**src/rtl/flappy_rng_pkg.sv**
```systemverilog
// Shared constants and types for the game RNG: LFSR geometry, tap positions,
// the lockup word and the per-cycle arbitration action.
package flappy_rng_pkg;

  localparam int LFSR_W = 16;
  localparam int TAP_A = 3;
  localparam int TAP_B = 12;
  localparam int TAP_C = 14;
  localparam int TAP_D = 15;

  localparam logic [LFSR_W-1:0] LFSR_LOCKUP = 16'hFFFF;
  localparam logic [LFSR_W-1:0] LFSR_RESET  = 16'h0000;

  typedef enum logic [1:0] {
    ACT_IDLE  = 2'd0,
    ACT_SEED  = 2'd1,
    ACT_HOLD  = 2'd2,
    ACT_GRANT = 2'd3
  } rng_action_e;

  // XNOR feedback keeps all-zero legal; all-ones is the unreachable lockup word.
  function automatic logic [LFSR_W-1:0] lfsr_next(input logic [LFSR_W-1:0] s);
    return {s[LFSR_W-2:0], ~(s[TAP_A] ^ s[TAP_B] ^ s[TAP_C] ^ s[TAP_D])};
  endfunction

endpackage

```
**src/rtl/lfsr16_step.sv**
```systemverilog
// 16-bit XNOR LFSR state register with step enable and seed load.
// A seed equal to the lockup word is replaced by the reset word.
module lfsr16_step
  import flappy_rng_pkg::*;
(
  input  logic              Clock,
  input  logic              Reset,
  input  logic              Enable,
  input  logic              Load,
  input  logic [LFSR_W-1:0] LoadValue,
  output logic [LFSR_W-1:0] State
);

  logic [LFSR_W-1:0] state_r;

  // Load outranks stepping; a hold keeps the current word.
  always_ff @(posedge Clock) begin
    if (Reset) begin
      state_r <= LFSR_RESET;
    end else if (Load) begin
      state_r <= (LoadValue == LFSR_LOCKUP) ? LFSR_RESET : LoadValue;
    end else if (Enable) begin
      state_r <= lfsr_next(state_r);
    end else begin
      state_r <= state_r;
    end
  end

  assign State = state_r;

endmodule

```
**src/rtl/rng_share_arbiter.sv**
```systemverilog
// Round-robin req/ack arbiter handing out one fresh LFSR word per grant
// to NUM_REQ game requesters; the LFSR steps exactly once per grant.
module rng_share_arbiter
  import flappy_rng_pkg::*;
#(
  parameter int NUM_REQ  = 4,
  parameter bit FREE_RUN = 1'b1
) (
  input  logic               Clock,
  input  logic               Reset,
  input  logic               Freeze,
  input  logic               SeedLoad,
  input  logic [LFSR_W-1:0]  SeedValue,
  input  logic [NUM_REQ-1:0] Req,
  output logic [NUM_REQ-1:0] Ack,
  output logic [LFSR_W-1:0]  RandOut,
  output logic [15:0]        DrawCount
);

  localparam int PTR_W = (NUM_REQ > 1) ? $clog2(NUM_REQ) : 1;

  logic [NUM_REQ-1:0] ack_r;
  logic [LFSR_W-1:0]  rand_r;
  logic [15:0]        count_r;
  logic [PTR_W-1:0]   ptr_r;

  logic [LFSR_W-1:0]  lfsr_s;
  logic [NUM_REQ-1:0] eligible_s;
  logic [NUM_REQ-1:0] mask_s;
  logic [NUM_REQ-1:0] pick_s;
  logic [PTR_W-1:0]   winner_s;
  logic [PTR_W-1:0]   ptr_next_s;
  logic [NUM_REQ-1:0] onehot_s;
  logic               lfsr_en_s;
  rng_action_e        action_s;

  // The requester acked this cycle is masked so a held Req cannot win twice in a row.
  assign eligible_s = Req & ~ack_r;

  // Rotate mask: requesters at or above the pointer are tried first.
  always_comb begin
    mask_s = '0;
    for (int i = 0; i < NUM_REQ; i++) begin
      mask_s[i] = (i >= int'(ptr_r));
    end
  end

  // Lowest set bit of the masked set, falling back to the full set on wrap.
  always_comb begin
    pick_s   = ((eligible_s & mask_s) != '0) ? (eligible_s & mask_s) : eligible_s;
    winner_s = '0;
    for (int i = NUM_REQ - 1; i >= 0; i--) begin
      winner_s = pick_s[i] ? PTR_W'(i) : winner_s;
    end
  end

  assign onehot_s   = {{(NUM_REQ-1){1'b0}}, 1'b1} << winner_s;
  assign ptr_next_s = (winner_s == PTR_W'(NUM_REQ - 1)) ? '0 : winner_s + PTR_W'(1);

  // Seed beats freeze beats grant beats free-run idle.
  always_comb begin
    action_s  = ACT_IDLE;
    lfsr_en_s = 1'b0;
    if (SeedLoad) begin
      action_s = ACT_SEED;
    end else if (Freeze) begin
      action_s = ACT_HOLD;
    end else if (eligible_s != '0) begin
      action_s  = ACT_GRANT;
      lfsr_en_s = 1'b1;
    end else begin
      action_s  = ACT_IDLE;
      lfsr_en_s = (FREE_RUN == 1'b1);
    end
  end

  lfsr16_step u_lfsr (
    .Clock     (Clock),
    .Reset     (Reset),
    .Enable    (lfsr_en_s),
    .Load      (SeedLoad),
    .LoadValue (SeedValue),
    .State     (lfsr_s)
  );

  // Grant edge publishes the pre-step word and rotates priority past the winner.
  always_ff @(posedge Clock) begin
    if (Reset) begin
      ack_r   <= '0;
      rand_r  <= LFSR_RESET;
      count_r <= 16'd0;
      ptr_r   <= '0;
    end else begin
      case (action_s)
        ACT_GRANT: begin
          ack_r   <= onehot_s;
          rand_r  <= lfsr_s;
          count_r <= count_r + 16'd1;
          ptr_r   <= ptr_next_s;
        end
        default: begin
          ack_r <= '0;
        end
      endcase
    end
  end

  assign Ack       = ack_r;
  assign RandOut   = rand_r;
  assign DrawCount = count_r;

endmodule
```
**config.mk**
```make
export PLATFORM = sky130hd
export DESIGN_NAME = rng_share_arbiter
export DESIGN_NICKNAME = d
export VERILOG_FILES = /design/src/rtl/flappy_rng_pkg.sv /design/src/rtl/lfsr16_step.sv /design/src/rtl/rng_share_arbiter.sv
export SDC_FILE = /design/constraint.sdc
export NUM_CORES = 1
export LEC_CHECK = 0
export ABC_AREA = 1
export BUFFER_PORTS_ARGS = -buffer_cell sky130_fd_sc_hd__buf_2
export CORE_MARGIN = 5
export CORE_UTILIZATION = 55
export CTS_BUF_LIST = sky130_fd_sc_hd__clkbuf_2 sky130_fd_sc_hd__clkbuf_4 sky130_fd_sc_hd__clkbuf_8
export DETAILED_ROUTE_END_ITERATION = 7
export GPL_ROUTABILITY_DRIVEN = 0
export PLACE_DENSITY = 0.92
export SKIP_LAST_GASP = 1
export SLEW_MARGIN = 10
export SYNTH_ARGS = -nofsm -noshare
export SYNTH_HDL_FRONTEND = slang
export SYNTH_SLANG_ARGS = --single-unit
export TNS_END_PERCENT = 100
```
**constraint.sdc**
```tcl
create_clock -name Clock -period 2 [get_ports Clock]
set_clock_uncertainty 0.1 [all_clocks]
set_input_delay 0.3 -clock Clock [delete_from_list [all_inputs] [get_ports Clock]]
set_output_delay 0.3 -clock Clock [all_outputs]
set_load 0.02 [all_outputs]
```
==> summary.md <==
| Metric | Value |
|---|---|
| Critical Path AT | between 1.5 and 2 ns |
| Hpwl dp | 4420 microns |
| Rows | 24 |
| Final Max Slew Viols | 0 |
| P per Cell Area | 711 nW/um^2 |
| Iteration-0 DRC Markers | 253 |
| Post-synth EDFFs | 0 |
| Core ar. | between 4000 and 5000 sq um |
| CP Launch Type | flip-flop |
| Syn avg cell area | around 7.3 sq um |
| Slew @ Worst Pin | 0.524 ns |
| M3 GR Usage | 4.63% |
| Slowest stage delay, CP | 0.35 ns |
| CTS H-tree depth | 2 |
| WL/cell | 13.1 microns |
| Grt ovf | 0 |
| Top post-synthesis cells by area | dfxtp_1 43%, nand2_1 13%, inv_1 6.1% |
| Initial antenna violation count | 0 |
| Die area | between 6000 and 7000 sq um |
| Largest net degree at the start of global routing | 22 |
| Number of gates resized after cts | 0 |
| Ys flop type | dfxtp_1 |
| Final #Nets | between 400 and 500 |
| Required time of the critical path | 2.13 ns |
| Setup repair after global routing missed its margin | no |
| Clock Path Buffers | 2 |
| Die Y | just under 80 microns |
| Mapped Cells | 345 |
| Clk pin slew, worst setup/hold paths | 0.10 ns |
| Worst-path fanout max | 19 |
| Worst path most repeated cell | nand2_1 |
| Seq. cell area | 1080 sq um |
| I/O Buffers | 59 |
| Starting Density | 57.3% |
| Final hold vios | 0 |
| Critical path class | flip-flop to flip-flop |
| Post-route ant nets | 0 |
| Minimum clock period | between 1.5 and 2 ns |
| GR peak layer | met2 |
| Synth-to-layout area growth | 16.6% |
| # hold bufs at CTS | 0 |
| Synth top cells by count | 88 x nand2_1, 54 x dfxtp_1, 41 x inv_1 |
| Max cap viols | 0 |
| Final core occ | 66.8% |
| Via density | 5.41 |
| Most frequent cell after synthesis | nand2_1 |
| First-pass GRT wire length | approximately 11,000 microns |
| Sum Neg Setup Slack | 0 ns |
| Period utilisation layout | a little under nine tenths |
| Synth cell types | 26 |
| CTS tree | built |
| DR vias | between 2,000 and 2,500 |
| Ys Warns | 0 |
| GR Util met1 | a little over a quarter |
| Register area share after synthesis | 43.0% |
| Largest area contributor in the netlist | dfxtp_1 |
| CTS Root Cell | clkbuf_8 |
| Status | complete, no violations |
| Vias in the first global route | 2,311 |
| Mapped cell area | between 2000 and 3000 sq um |
| CTS Sinks | 54 |
| Width of the die | 77.6 microns |
| Max-slew headroom at the worst pin | 65.0% |
| Crit path cell chain | inv_1 > nand2_1 > nand2_1 > nor2_2 > nor2_4 > nor2_4 > nand2_1 > o21ai_0 |
| # setup viols final | 0 |
| Post-Route WL | 5960 microns |
| Worst vdd ir | 496 uV |
| Setup Buffers After CTS | 0 |
| FILL cells | 373 |
| Worst-Skew Late Latency | approximately 0.30 ns |
| Top Ports | 60 |
| Ant diodes | 0 |
| CP max stage cell | nor2_4 |
| CTS Buf Count | 5 |
| TritonRoute pass-1 iters | 5 |
| CP Capture Type | flip-flop |
| Synth Register Bits | 54 |
| DRC Markers | 0 |
| Multi-input logic area | ~1200 sq um |
| Met2 GRT Util | 34.6% |
| Worst min path class | input pin to flip-flop |
| Pleak | around 1.3 nW |
| Syn nets | 370 |
| Tot GR Track Use | 21.0% |
| Top-area cell type share of the netlist area | 43.0% |
| Highest Clock Rate | between 500 and 600 MHz |
| Ys async rst share | 0% |
| Layout cells sized above 1 | 21.5% |
routing by layer:
metal / wire length, microns / up-vias
li1: - / 1238
met1: 2400 / 1106
met2: 2990 / 107
met3: 431 / 16
met4: 136 / 0
met5: 0 / -
final timing paths:
kind	to	depth (start not counted)	slack (ns)	startpoint
max reg2reg	RandOut[15]	8	0.28	Ack[3]
min	u_lfsr.State[9]	3	0.15	SeedValue[9]
max	RandOut[15]	8	0.28	Ack[3]
min reg2reg	RandOut[1]	2	0.36	RandOut[1]
cells in the final DEF (no fill, tap or decap):
cell type / netlist / layout
inv_1: 41 / 41
a21oi_1: 16 / 16
nand2_1: 88 / 88
nor2_2: 2 / 2
or2_1: 1 / 1
a22o_1: 1 / 1
o21ai_0: 14 / 14
dfxtp_1: 54 / 54
nand2b_1: 1 / 1
buf_4: 0 / 6
bufinv_16: 0 / 1
nand4_1: 4 / 4
nor3_1: 2 / 2
o21ai_2: 9 / 9
xnor2_1: 6 / 6
nor2_4: 2 / 2
nor2_1: 37 / 37
clkbuf_8: 0 / 5
inv_2: 1 / 1
nor3_4: 1 / 1
xor2_1: 3 / 3
buf_2: 1 / 59
a31oi_1: 16 / 16
ha_1: 1 / 1
o21a_1: 1 / 1
o22ai_1: 15 / 15
nand3_1: 16 / 16
clkinv_4: 0 / 1
critical path: cells and delay by family, from the launching register on:
family / cells / cell delay, ns
compound gates: 1 / 0.11
buf+inv: 1 / 0.04
flops: 1 / 0.34
simple gates: 6 / 1.05
final cells by class:
type / instances / share of cell area, %
multi-input combinational: 236 / 40.2
sequential: 54 / 36.9
timing repair buffer: 65 / 11.6
inverter: 42 / 5.38
clock buffer: 5 / 2.35
tap: 52 / 2.22
clock inverter: 2 / 1.32
report_power, final:
part / switching [mW] / leakage, nW / total, mW / internal [mW]
registers: 0.0153 / 0.439 / 1.12 / 1.11
logic: 0.155 / 0.787 / 0.238 / 0.0832
clock network: 0.353 / 0.0542 / 0.721 / 0.369
total: 0.523 / 1.28 / 2.08 / 1.56
per-stage QoR:
step                worst slack (ns)  cell area, sq um  power [mW]  hold WS, ns  instances
floorplan                      0.426              2510        1.32        0.343        345
global route                  0.0578              2930        2.18        0.162        456
global placement               0.320              2820        1.38        0.333        449
detailed placement             0.212              2820        1.38        0.347        449
finish                         0.284              2930        2.08        0.152        456
CTS                            0.251              2930        2.09        0.151        456
cells by family after synthesis:
family                     after synthesis  synth area share, %
xor gates and xnor gates                 9                 3.14
DFF                                     54                 43.0
adders and majority gates                1                0.498
buffers and inverters                   55                 10.1
AOI/OAI and AO/OA                       72                 17.5
and+or+nand+nor                        154                 25.8
flip-flops by register name, indices dropped and copies added (netlist names):
register and count:
DrawCount 16, ptr_r 2, Ack 4, RandOut 16, u_lfsr.State 16
(Power assumes the default switching activity.)
